<file path="src/rtl/fnn_pkg.sv">
// Shared types and defaults for the FNN layer sequencers.
// Holds the sequencer state encoding and the weight/activation pair payload.
package fnn_pkg;

    localparam int unsigned FNN_DATA_W = 16;
    localparam int unsigned FNN_NUM_W  = 30;

    typedef enum logic [1:0] {
        IDLE  = 2'd0,
        RUN   = 2'd1,
        DRAIN = 2'd2,
        DONE  = 2'd3
    } seq_state_t;

    typedef struct packed {
        logic [FNN_DATA_W-1:0] weight;
        logic [FNN_DATA_W-1:0] data;
        logic                  last;
    } pair_t;

    // A pass is in progress while fetching or while returned pairs are still queued.
    function automatic logic seq_active(input seq_state_t s);
        return (s == RUN) || (s == DRAIN);
    endfunction

endpackage

</file>
<file path="src/rtl/weight_fetch_sequencer_if.sv">
// Bundle of the sequencer's control, activation, weight-memory and MAC-stream signals.
// master is the sequencer side; slave is the surrounding layer logic.
interface weight_fetch_sequencer_if
    import fnn_pkg::*;
#(
    parameter int unsigned dataWidth    = FNN_DATA_W,
    parameter int unsigned addressWidth = $clog2(FNN_NUM_W)
);

    logic                    start;
    logic                    busy;
    logic                    done;

    logic                    in_valid;
    logic [dataWidth-1:0]    in_data;
    logic                    in_ready;

    logic                    mem_ren;
    logic [addressWidth-1:0] mem_radd;
    logic [dataWidth-1:0]    mem_wout;

    logic                    out_valid;
    logic                    out_ready;
    logic [dataWidth-1:0]    out_weight;
    logic [dataWidth-1:0]    out_data;
    logic                    out_last;

    modport master (
        input  start,
        input  in_valid,
        input  in_data,
        input  mem_wout,
        input  out_ready,
        output busy,
        output done,
        output in_ready,
        output mem_ren,
        output mem_radd,
        output out_valid,
        output out_weight,
        output out_data,
        output out_last
    );

    modport slave (
        output start,
        output in_valid,
        output in_data,
        output mem_wout,
        output out_ready,
        input  busy,
        input  done,
        input  in_ready,
        input  mem_ren,
        input  mem_radd,
        input  out_valid,
        input  out_weight,
        input  out_data,
        input  out_last
    );

endinterface

</file>
<file path="src/rtl/pair_skid_fifo.sv">
// Two-entry FIFO of weight/activation pairs; head is read directly from storage.
// Simultaneous push and pop are accepted even when full.
module pair_skid_fifo
    import fnn_pkg::*;
(
    input  logic       clk,
    input  logic       rst,
    input  logic       push,
    input  pair_t      push_data,
    input  logic       pop,
    output pair_t      head,
    output logic [1:0] count,
    output logic       full,
    output logic       empty
);

    localparam int unsigned DEPTH = 2;

    pair_t      mem_q [DEPTH];
    logic       rd_q;
    logic       wr_q;
    logic [1:0] cnt_q;
    logic       do_push;
    logic       do_pop;

    assign empty   = (cnt_q == 2'd0);
    assign full    = (cnt_q == 2'(DEPTH));
    assign count   = cnt_q;
    assign head    = mem_q[rd_q];
    assign do_pop  = pop && !empty;
    assign do_push = push && (!full || do_pop);

    // Pointer/count update; the freed slot may be refilled in the same cycle.
    always_ff @(posedge clk) begin
        if (rst) begin
            for (int i = 0; i < DEPTH; i++) begin
                mem_q[i] <= '0;
            end
            rd_q  <= 1'b0;
            wr_q  <= 1'b0;
            cnt_q <= 2'd0;
        end else begin
            if (do_push) begin
                mem_q[wr_q] <= push_data;
                wr_q        <= ~wr_q;
            end
            if (do_pop) begin
                rd_q <= ~rd_q;
            end
            cnt_q <= cnt_q + 2'(do_push) - 2'(do_pop);
        end
    end

endmodule

</file>
<file path="src/rtl/weight_fetch_sequencer.sv">
// Walks one neuron's weight memory for a full pass, pairs each weight with its
// activation and streams the pairs to the MAC through a 2-entry skid FIFO.
module weight_fetch_sequencer
    import fnn_pkg::*;
#(
    parameter int unsigned numWeight    = FNN_NUM_W,
    parameter int unsigned dataWidth    = FNN_DATA_W,
    parameter int unsigned addressWidth = $clog2(numWeight)
) (
    input logic                      clk,
    input logic                      rst,
    weight_fetch_sequencer_if.master bus
);

    localparam int unsigned OCC_W = 3;
    localparam logic [addressWidth-1:0] LAST_IDX = addressWidth'(numWeight - 1);

    seq_state_t              state_q;
    seq_state_t              state_d;
    logic [addressWidth-1:0] idx_q;
    logic [addressWidth-1:0] radd_q;
    logic [dataWidth-1:0]    act_q;
    logic                    inflight_q;
    logic                    inflight_last_q;

    logic                    in_ready_c;
    logic                    issue_c;
    logic                    pop_c;
    logic                    push_c;
    logic [OCC_W-1:0]        occ_c;

    logic [1:0]              fifo_count;
    logic                    fifo_full;
    logic                    fifo_empty;
    pair_t                   push_pair;
    pair_t                   head_pair;

    // Occupancy counts the in-flight read as a reserved slot, net of this cycle's pop.
    assign pop_c  = !fifo_empty && bus.out_ready;
    assign occ_c  = OCC_W'(fifo_count) + OCC_W'(inflight_q) - OCC_W'(pop_c);
    assign push_c = inflight_q && (!fifo_full || pop_c);

    always_ff @(posedge clk) begin
        if (rst) begin
            state_q <= IDLE;
        end else begin
            state_q <= state_d;
        end
    end

    always_comb begin
        state_d    = state_q;
        in_ready_c = 1'b0;
        issue_c    = 1'b0;
        case (state_q)
            IDLE: begin
                if (bus.start) begin
                    state_d = RUN;
                end
            end
            RUN: begin
                in_ready_c = !rst && (occ_c < OCC_W'(2));
                issue_c    = in_ready_c && bus.in_valid;
                if (issue_c && (idx_q == LAST_IDX)) begin
                    state_d = DRAIN;
                end
            end
            DRAIN: begin
                if (fifo_empty && !inflight_q) begin
                    state_d = DONE;
                end
            end
            DONE: begin
                state_d = IDLE;
            end
            default: begin
                state_d = IDLE;
            end
        endcase
    end

    // Issue side: capture the activation alongside the read and mark the read in flight.
    always_ff @(posedge clk) begin
        if (rst) begin
            idx_q           <= '0;
            radd_q          <= '0;
            act_q           <= '0;
            inflight_q      <= 1'b0;
            inflight_last_q <= 1'b0;
        end else begin
            inflight_q <= issue_c;
            if ((state_q == IDLE) && bus.start) begin
                idx_q <= '0;
            end
            if (issue_c) begin
                radd_q          <= idx_q;
                act_q           <= bus.in_data;
                inflight_last_q <= (idx_q == LAST_IDX);
                if (idx_q != LAST_IDX) begin
                    idx_q <= idx_q + addressWidth'(1);
                end
            end
        end
    end

    always_comb begin
        push_pair        = '0;
        push_pair.weight = FNN_DATA_W'(bus.mem_wout);
        push_pair.data   = FNN_DATA_W'(act_q);
        push_pair.last   = inflight_last_q;
    end

    pair_skid_fifo u_fifo (
        .clk       (clk),
        .rst       (rst),
        .push      (push_c),
        .push_data (push_pair),
        .pop       (pop_c),
        .head      (head_pair),
        .count     (fifo_count),
        .full      (fifo_full),
        .empty     (fifo_empty)
    );

    assign bus.busy       = seq_active(state_q);
    assign bus.done       = (state_q == DONE);
    assign bus.in_ready   = in_ready_c;
    assign bus.mem_ren    = issue_c;
    assign bus.mem_radd   = issue_c ? idx_q : radd_q;
    assign bus.out_valid  = !fifo_empty;
    assign bus.out_weight = dataWidth'(head_pair.weight);
    assign bus.out_data   = dataWidth'(head_pair.data);
    assign bus.out_last   = head_pair.last;

endmodule

</file>
<file path="src/flat_wrapper.sv">
// flat-port wrapper written by rule: the top's interface ports become plain ports
module weight_fetch_sequencer_flat import fnn_pkg::*;
#(
    parameter int unsigned numWeight    = FNN_NUM_W,
    parameter int unsigned dataWidth    = FNN_DATA_W,
    parameter int unsigned addressWidth = $clog2(numWeight)
)
  (clk, rst, bus_start, bus_in_valid, bus_in_data, bus_mem_wout, bus_out_ready, bus_busy, bus_done, bus_in_ready, bus_mem_ren, bus_mem_radd, bus_out_valid, bus_out_weight, bus_out_data, bus_out_last);
  weight_fetch_sequencer_if #(.dataWidth(dataWidth), .addressWidth(addressWidth)) bus_i ();
  input logic clk;
  input logic rst;
  input wire logic [$bits(bus_i.start)-1:0] bus_start;
  input wire logic [$bits(bus_i.in_valid)-1:0] bus_in_valid;
  input wire logic [$bits(bus_i.in_data)-1:0] bus_in_data;
  input wire logic [$bits(bus_i.mem_wout)-1:0] bus_mem_wout;
  input wire logic [$bits(bus_i.out_ready)-1:0] bus_out_ready;
  output wire logic [$bits(bus_i.busy)-1:0] bus_busy;
  output wire logic [$bits(bus_i.done)-1:0] bus_done;
  output wire logic [$bits(bus_i.in_ready)-1:0] bus_in_ready;
  output wire logic [$bits(bus_i.mem_ren)-1:0] bus_mem_ren;
  output wire logic [$bits(bus_i.mem_radd)-1:0] bus_mem_radd;
  output wire logic [$bits(bus_i.out_valid)-1:0] bus_out_valid;
  output wire logic [$bits(bus_i.out_weight)-1:0] bus_out_weight;
  output wire logic [$bits(bus_i.out_data)-1:0] bus_out_data;
  output wire logic [$bits(bus_i.out_last)-1:0] bus_out_last;
  assign bus_i.start = bus_start;
  assign bus_i.in_valid = bus_in_valid;
  assign bus_i.in_data = bus_in_data;
  assign bus_i.mem_wout = bus_mem_wout;
  assign bus_i.out_ready = bus_out_ready;
  assign bus_busy = bus_i.busy;
  assign bus_done = bus_i.done;
  assign bus_in_ready = bus_i.in_ready;
  assign bus_mem_ren = bus_i.mem_ren;
  assign bus_mem_radd = bus_i.mem_radd;
  assign bus_out_valid = bus_i.out_valid;
  assign bus_out_weight = bus_i.out_weight;
  assign bus_out_data = bus_i.out_data;
  assign bus_out_last = bus_i.out_last;
  weight_fetch_sequencer #(.numWeight(numWeight), .dataWidth(dataWidth), .addressWidth(addressWidth)) u_core (.clk(clk), .rst(rst), .bus(bus_i));
endmodule
</file>
<file path="config.mk">
export PLATFORM = sky130hd
export DESIGN_NAME = weight_fetch_sequencer_flat
export DESIGN_NICKNAME = d
export VERILOG_FILES = /design/src/rtl/fnn_pkg.sv /design/src/rtl/weight_fetch_sequencer_if.sv /design/src/rtl/pair_skid_fifo.sv /design/src/rtl/weight_fetch_sequencer.sv /design/src/flat_wrapper.sv
export SDC_FILE = /design/constraint.sdc
export NUM_CORES = 1
export LEC_CHECK = 0
export ABC_CLOCK_PERIOD_IN_PS = 7700
export CAP_MARGIN = 20
export CORE_ASPECT_RATIO = 1.1
export CORE_MARGIN = 2
export CORE_UTILIZATION = 60
export CTS_BUF_LIST = sky130_fd_sc_hd__clkbuf_4 sky130_fd_sc_hd__clkbuf_8
export DETAILED_ROUTE_END_ITERATION = 6
export DONT_BUFFER_PORTS = 1
export PLACE_DENSITY = 0.76
export SETUP_SLACK_MARGIN = 0.05
export SYNTH_ARGS = -nofsm -noshare
export SYNTH_HDL_FRONTEND = slang
export SYNTH_SLANG_ARGS = --single-unit
</file>
<file path="constraint.sdc">
create_clock -name clk -period 7.7 [get_ports clk]
set_input_delay 1.155 -clock clk [delete_from_list [all_inputs] [get_ports clk]]
set_output_delay 1.155 -clock clk [all_outputs]
set_load 0.01 [all_outputs]
</file>
==> impl_metrics.tcl, run 1 <==
set metrics [dict create \
    status "finished, final reports clean" \
    fin_worst_skew_ns 0.0113 \
    syn_area_per_cell_sq_um 12.3 \
    grt.total_usage 0.194 \
    dp_hpwl_um 4860 \
    synthMuxAreaShare 0.0901 \
    cellLeakagePower_nw 1.77 \
    cts_sinks 101 \
    grt-ovfl-total 0 \
    cts.htree.levels 3 \
    grt_use_met3 0.0446 \
    ctsResizeCount 0 \
    drc 0 \
    area_growth_pct 6.36 \
    crit_type "flip-flop to output port" \
    synth_seq_cells 101 \
    endpoint_kind "output port" \
    hp-start "u_core.act_q[4]$_SDFFE_PP0P_" \
    vias_per_cell 5.56 \
    cp_max_fo 29 \
    maxCapViolations 0 \
    synth-warning-count 0 \
    die_w_um 86.4 \
    final.setup.tns_ns 0 \
    synth_flop_cell "edfxtp_1" \
    cts_tree "built" \
    grt_setup_unrepaired "no" \
    drt_wl_total_um 7610 \
    synthSimpleGateAreaFrac 0.174 \
    synth_compound_area_frac 0.0608 \
    synthAdderAreaFrac 0.0324 \
    grt_first_pass_wirelength_um 12000 \
    post_drt_wl_per_cell_um 16.9 \
    met2_usage 0.355 \
    io_pins 80 \
    finalSetupViolCount 0 \
    hold_viol 0 \
    synth_common_cells "67 x and2_1, 66 x edfxtp_1, 39 x nand2_1" \
    r2r-start "u_core.u_fifo.count[1]$_SDFF_PP0_" \
    clk_latency_ns 0.35 \
    whs_path_depth 2 \
    die_h_um 94.7 \
    ctsHoldBuffers 0 \
    reg2reg_depth 10 \
    num_vias 2504 \
    use_met1 0.216 \
    yosysSeqAreaShare 0.598 \
    synth_nets 412 \
    cts_buffer_depth 2 \
    irDropWorstVdd_mv 0.254 \
    place_ws_ns 2.63 \
    fill_cells 599 \
    fp-row-count 33 \
    power_density_nw_per_um2 286 \
    ff2ff_setup_slack_ns 3.90 \
    period_minus_slack_ns 5.07 \
    diodes 0 \
    die_area_sq_um 8180 \
    yosysMostFrequentCell "and2_1" \
    drive_gt1_frac 0.171 \
    synth_top_area_frac 0.442 \
    syn_inst 364 \
    first_global_vias 2533 \
    num-nets-final 406 \
    grt_max_degree 42 \
    finalCritPeriodShare 0.659 \
    post_cts.repair.setup_buffers 0 \
    setup_ws_ns 2.63 \
    drtIter0Drc 100 \
    initial_utilization 0.610 \
    busiest_layer "met2" \
    synthArstFlopShare 0 \
    synth_edf_count 66 \
    synth-xor-area-share 0.0134 \
    r2r_end "u_core.radd_q[0]$_SDFF_PP0_" \
    arrival_ns 3.92 \
    path_clk_slew_ns 0.08 \
    critPathRequiredTime_ns 6.55 \
    slew_headroom 0.338 \
    grt_antenna_before_repair 0 \
    hold_path.class "flip-flop to flip-flop" \
    numCtsBuffers 9 \
    fmax_ghz 0.197 \
    drtAntennaViolNets 0 \
    ctsRootBufferMaster "clkbuf_8" \
    portBuffers 0 \
    ys_types 41 \
    synth_area_leaders "edfxtp_1 44%, dfxtp_1 16%, and2_1 9.3%" \
    routabilityCongestion 0.798 \
    tightest_slew_ns 0.990 \
    setup.worst_path.start_class "flip-flop" \
    drtPass1Iterations 4 \
    synth_top_family_by_area "simple AND/OR/NAND/NOR gates" \
    synth_top_cell_by_area "edfxtp_1" \
    netlist_area_sq_um 4480 \
    slew_viol_final 0 \
    holdPathEnd "u_core.act_q[4]$_SDFFE_PP0P_" \
    core_area_sq_um 7350 \
]
[metal layers]
layer | vias to the layer above | part of all wire
met3 | 8 | 0.056
met2 | 54 | 0.54
met5 | - | 0
met4 | 0 | 0.012
met1 | 1200 | 0.40
li1 | 1242 | -
[per-stage QoR]
step | std cells | hold WS [ns] | total power, mW | area, sq um | utilization
2_1_floorplan | 364 | 0.440 | 0.967 | 4480 | -
3_3_place_gp | 432 | 0.440 | 1.02 | 4530 | 0.616
3_5_place_dp | 432 | 0.447 | 1.03 | 4530 | 0.616
4_1_cts | 448 | 0.460 | 1.38 | 4740 | 0.645
5_1_grt | 450 | 0.476 | 1.44 | 4770 | 0.649
6_report | 450 | 0.458 | 1.37 | 4770 | 0.649
[worst max-delay path by stage]
stage	startpoint	to	cells after the start
final	u_core.u_fifo.count[1]$_SDFF_PP0_	bus_mem_radd[0]	9
after floorplan	bus_out_ready	bus_mem_radd[2]	10
after global routing	u_core.u_fifo.count[1]$_SDFF_PP0_	bus_mem_radd[0]	9
after detailed placement	bus_out_ready	bus_mem_radd[0]	8
after global placement	bus_out_ready	bus_mem_radd[0]	8
after CTS	u_core.u_fifo.count[1]$_SDFF_PP0_	bus_mem_radd[0]	9
[state kept, by name, indices dropped and copies added (netlist names), named ones only]
register and cells:
u_core.u_fifo.wr_q 1, u_core.u_fifo.count 2, u_core.inflight_last_q 1, u_core.inflight_q 1, u_core.u_fifo.mem_q 66, u_core.radd_q 5, u_core.idx_q 5, u_core.u_fifo.rd_q 1
u_core.act_q 16, u_core.state_q 2
[worst max-delay path: stages (launching register included)]
cell      delay, ns
dfxtp_1        0.41
or2_2          0.35
and2_1         0.22
ha_1           0.29
nand2b_1       0.15
fa_1           0.62
nand4b_4       0.15
nand2b_4       0.30
inv_1          0.61
mux2_2         0.45
[power breakdown]
| part | total [mW] | internal (mW) | switching, mW | leakage, nW |
|---|---|---|---|---|
| Clock | 0.354 | 0.182 | 0.172 | 0.106 |
| Sequential | 0.660 | 0.629 | 0.0302 | 0.965 |
| Combinational | 0.353 | 0.142 | 0.210 | 0.698 |
[cell families after synthesis]
logic type	Yosys count
buffers and inverters	32
AOI/OAI and AO/OA	42
muxes	36
DFF	101
xor gates and xnor gates	6
adders and majority gates	11
and+or+nand+nor	136
[final cells by class]
cell class,instances,area [sq um],area share
flip-flops and latches,101,2680,0.562
clock buffers,9,124,0.0260
inverters,12,45.0,0.00944
clock inverters,7,88.8,0.0186
multi-input cells,231,1690,0.354
repair buffers,3,33.8,0.00708
well taps,87,109,0.0228
[layout by cell type, fill, tap and decap left out, drive strengths merged, types with 2 or more instances in the layout]
master	synthesis	layout
ha	10	10
a31oi	2	2
dfxtp	35	35
nand2b	2	2
nor3	4	4
o211ai	2	2
or2	2	2
clkinv	0	4
and4	2	2
edfxtp	66	66
o311ai	2	2
bufinv	0	2
nand2	39	39
o21ai	8	8
mux2	35	35
buf	6	3
clkbuf	14	9
nor2	5	5
nor2b	6	6
a21oi	23	23
or3	4	4
xor2	2	2
xnor2	4	4
and2	67	67
o31ai	2	2
inv	12	13
Note: power is estimated with default switching activity, not from simulation.
==> inputs of run 2 (changes only) <==
--- a/config.mk
+++ b/config.mk
@@ -5,7 +5,8 @@
 export SDC_FILE = /design/constraint.sdc
 export NUM_CORES = 1
 export LEC_CHECK = 0
-export ABC_CLOCK_PERIOD_IN_PS = 7700
+export ABC_AREA = 1
+export ABC_CLOCK_PERIOD_IN_PS = 5310
 export CAP_MARGIN = 20
 export CORE_ASPECT_RATIO = 1.1
 export CORE_MARGIN = 2
==> constraint.sdc (replaced) <==
create_clock -name clk -period 5.31 [get_ports clk]
set_input_delay 0.7965 -clock clk [delete_from_list [all_inputs] [get_ports clk]]
set_output_delay 0.7965 -clock clk [all_outputs]
set_load 0.01 [all_outputs]
==> run 2 against run 1 <==
  * Synthesized cell count rose by 22%
  * First-iteration DRC count rose by 48%
  * Critical path type unchanged
  * Die area rose by 1.6%
  * Cell count rose by 19%
  * Global-route usage fell by 0.068 points
  * Wire length rose by 3.2%
  * Worst setup slack got worse by 1.4 ns
  * Core utilization fell by 0.38 points
==> impl_metrics.tcl, run 2 <==
set metrics [dict create \
    die_area_sq_um 8310 \
    status "finished, final reports clean" \
    post_cts.repair.setup_buffers 0 \
    ff2ff_setup_slack_ns 2.14 \
    final.setup.tns_ns 0 \
    crit_family "simple AND/OR/NAND/NOR gates" \
    p_comb_frac 0.258 \
    synth_flop_cell "edfxtp_1" \
    fin_area_sq_um 4790 \
    seq_power_share 0.502 \
    ctsHoldBuffers 0 \
    endpoint "bus_mem_radd[2]" \
    grt-ovfl-total 0 \
    drtPass1Iterations 4 \
    num_vias 2860 \
    worst_hold_slack_ns 0.462 \
    syn_inst 444 \
    synth_area_leaders "edfxtp_1 43%, dfxtp_1 15%, mux2_2 8.2%" \
    drtAntennaViolNets 0 \
    setup.worst_path.start_class "flip-flop" \
    critPathBufInv 4 \
    hold_path.class "flip-flop to flip-flop" \
    die_w_um 87.1 \
    slew_headroom 0.636 \
    syn_area_per_cell_sq_um 10.3 \
    cts_sinks 101 \
    r2r-start "u_core.u_fifo.count[1]$_SDFF_PP0_" \
    synth_top_cell_by_area "edfxtp_1" \
    cts_buffer_depth 2 \
    tightest_slew_ns 0.545 \
    grt_max_degree 36 \
    final_common_cell "nor2_1" \
    finalCritPeriodShare 0.764 \
    reg2reg_depth 14 \
    yosysSeqAreaShare 0.588 \
    top_regs "u_core.u_fifo.mem_q: 66 flops, u_core.act_q: 16 flops" \
    arrival_ns 3.26 \
    io_pins 80 \
    drtIter0Drc 148 \
    synth_top_area_frac 0.435 \
    portBuffers 0 \
    fin_worst_skew_ns 0.0118 \
    dpl.cell_count 520 \
    r2r_end "u_core.act_q[3]$_SDFFE_PP0P_" \
    path_depth 14 \
    fmax_ghz 0.246 \
    placed_cell_area_sq_um 4610 \
    routabilityCongestion 0.844 \
    core_area_sq_um 7430 \
    ys_types 30 \
    intPower_mw 1.26 \
    synth-warning-count 0 \
    clkPwrFrac 0.240 \
    cts.htree.levels 3 \
    slew_viol_final 0 \
    path_clk_slew_ns 0.09 \
    initial_utilization 0.613 \
    drc 0 \
    largest_register_ffs 66 \
    post_drt_wl_per_cell_um 14.7 \
    grt_antenna_before_repair 0 \
    hold_viol 0 \
    irDropWorstVdd_mv 0.238 \
    cellLeakagePower_nw 1.86 \
    drive_gt1_frac 0.185 \
    synth_seq_cells 101 \
    crit_type "flip-flop to output port" \
    vias_per_cell 5.34 \
    power_density_nw_per_um2 391 \
    grt_setup_unrepaired "no" \
    stdcell_count 536 \
    grt.total_usage 0.193 \
    num-nets-final 492 \
    synthArstFlopShare 0 \
    critPathMaxStageDelay_ns 0.48 \
    synth_common_cells "85 x nor2_1, 66 x edfxtp_1, 66 x nand2_1" \
    drt_wl_total_um 7860 \
    numCtsBuffers 9 \
    cp_max_fo 16 \
    dp_hpwl_um 5110 \
    regMostFlops "u_core.u_fifo.mem_q" \
    grt_first_pass_wirelength_um 12300 \
    cts_tree "built" \
    maxCapViolations 0 \
    diodes 0 \
    synth_edf_count 66 \
    endpoint_kind "output port" \
    netlist_area_sq_um 4560 \
    finalSetupViolCount 0 \
    die_h_um 95.4 \
    first_global_vias 2600 \
    clk_latency_ns 0.36 \
    yosysMostFrequentCell "nor2_1" \
    period_minus_slack_ns 4.06 \
    ctsResizeCount 0 \
    cp_cell_sequence "inv_2 > nand2_1 > nand2_1 > inv_1 > ha_1 > or2_2 > fa_1 > inv_1 > nor2_4 > nand3_4 > nor3_4 > nand2_1 > o21ai_0 > inv_1" \
    fp-row-count 33 \
    p_sw_frac 0.326 \
    critPathLaunch "u_core.u_fifo.count[1]$_SDFF_PP0_" \
    power_mw 1.88 \
    fill_cells 613 \
    critPathRequiredTime_ns 4.51 \
    cpMaxStageDelayCell "fa_1" \
    p_sw_mw 0.612 \
    synth_nets 492 \
    final_cell_mix "85 x nor2_1, 66 x nand2_1, 66 x edfxtp_1" \
    ctsRootBufferMaster "clkbuf_8" \
    area_growth_pct 5.16 \
]
run 2: changes by cell type after synthesis, moves of 4 or more:
cell	delta
nand2_2	+10
nor2_1	+80
buf_2	+9
nor2b_1	-6
and2_1	-67
a21oi_2	+9
nand2_1	+27
clkbuf_1	-12
inv_1	+50
nand3_1	+5
or3_1	-4
a21oi_1	-5
run 2: how the worst min path moves through the flow:
stage,from,to,slack [ns],cells past startpoint
after CTS,u_core.act_q[7]$_SDFFE_PP0P_,u_core.act_q[7]$_SDFFE_PP0P_,0.47,2
after detailed placement,u_core.act_q[7]$_SDFFE_PP0P_,u_core.act_q[7]$_SDFFE_PP0P_,0.45,2
after global routing,rst,u_core.u_fifo.count[0]$_SDFF_PP0_,0.48,1
after global placement,u_core.u_fifo.rd_q$_SDFFE_PP0P_,u_core.u_fifo.rd_q$_SDFFE_PP0P_,0.44,1
final,u_core.act_q[5]$_SDFFE_PP0P_,u_core.act_q[5]$_SDFFE_PP0P_,0.46,2
after floorplan,u_core.u_fifo.rd_q$_SDFFE_PP0P_,flip-flop,0.43,1
run 2: cell type report:
class                      count  area (sq um)  share of cell area
inverter                      63           236              0.0493
clock inverter                 6          51.3              0.0107
clock buffer                  10           131              0.0274
sequential                   101          2680               0.559
multi-input combinational    262          1530               0.319
timing repair buffer           7          52.6              0.0110
tap                           87           109              0.0227
run 2: worst register-to-register path: cells and delay by family, from the launching register on:
| kind | cells | cell delay [ns] |
|---|---|---|
| buffers and inverters | 4 | 0.61 |
| and+or+nand+nor | 7 | 1.25 |
| adders and majority gates | 2 | 0.72 |
| DFF | 1 | 0.40 |
| AOI/OAI and AO/OA | 1 | 0.12 |
run 2: power groups by stage:
stage | logic [mW] | registers, mW | clock network, mW
finish | 0.483 | 0.943 | 0.450
detailed placement | 0.488 | 0.962 | 0
floorplan | 0.422 | 0.951 | 0
CTS | 0.491 | 0.943 | 0.465
global route | 0.537 | 0.951 | 0.491
global placement | 0.475 | 0.957 | 0
run 2: routing by layer:
metal,share of wire,global-route usage,wire (um),vias up
met3,0.038,0.0398,300,15
met1,0.45,0.247,3520,1348
met5,0,0,0,-
li1,-,-,-,1428
met4,0.023,0.0910,178,0
met2,0.49,0.317,3870,69
run 2: cell families (layout without fill, tap and decap cells):
family / count (synthesis) / count (layout) / synth area share
simple gates: 176 / 176 / 0.163
fa+ha+maj: 11 / 11 / 0.0318
compound gates: 40 / 40 / 0.0554
flops: 101 / 101 / 0.588
mux: 33 / 33 / 0.0815
buf+inv: 81 / 86 / 0.0757
xor+xnor: 2 / 2 / 0.00384
run 2: per-stage QoR:
stage	util	worst slack [ns]
floorplan	-	1.69
global placement	0.621	1.51
detailed placement	0.621	1.46
CTS	0.645	1.21
global route	0.645	0.912
finish	0.645	1.25
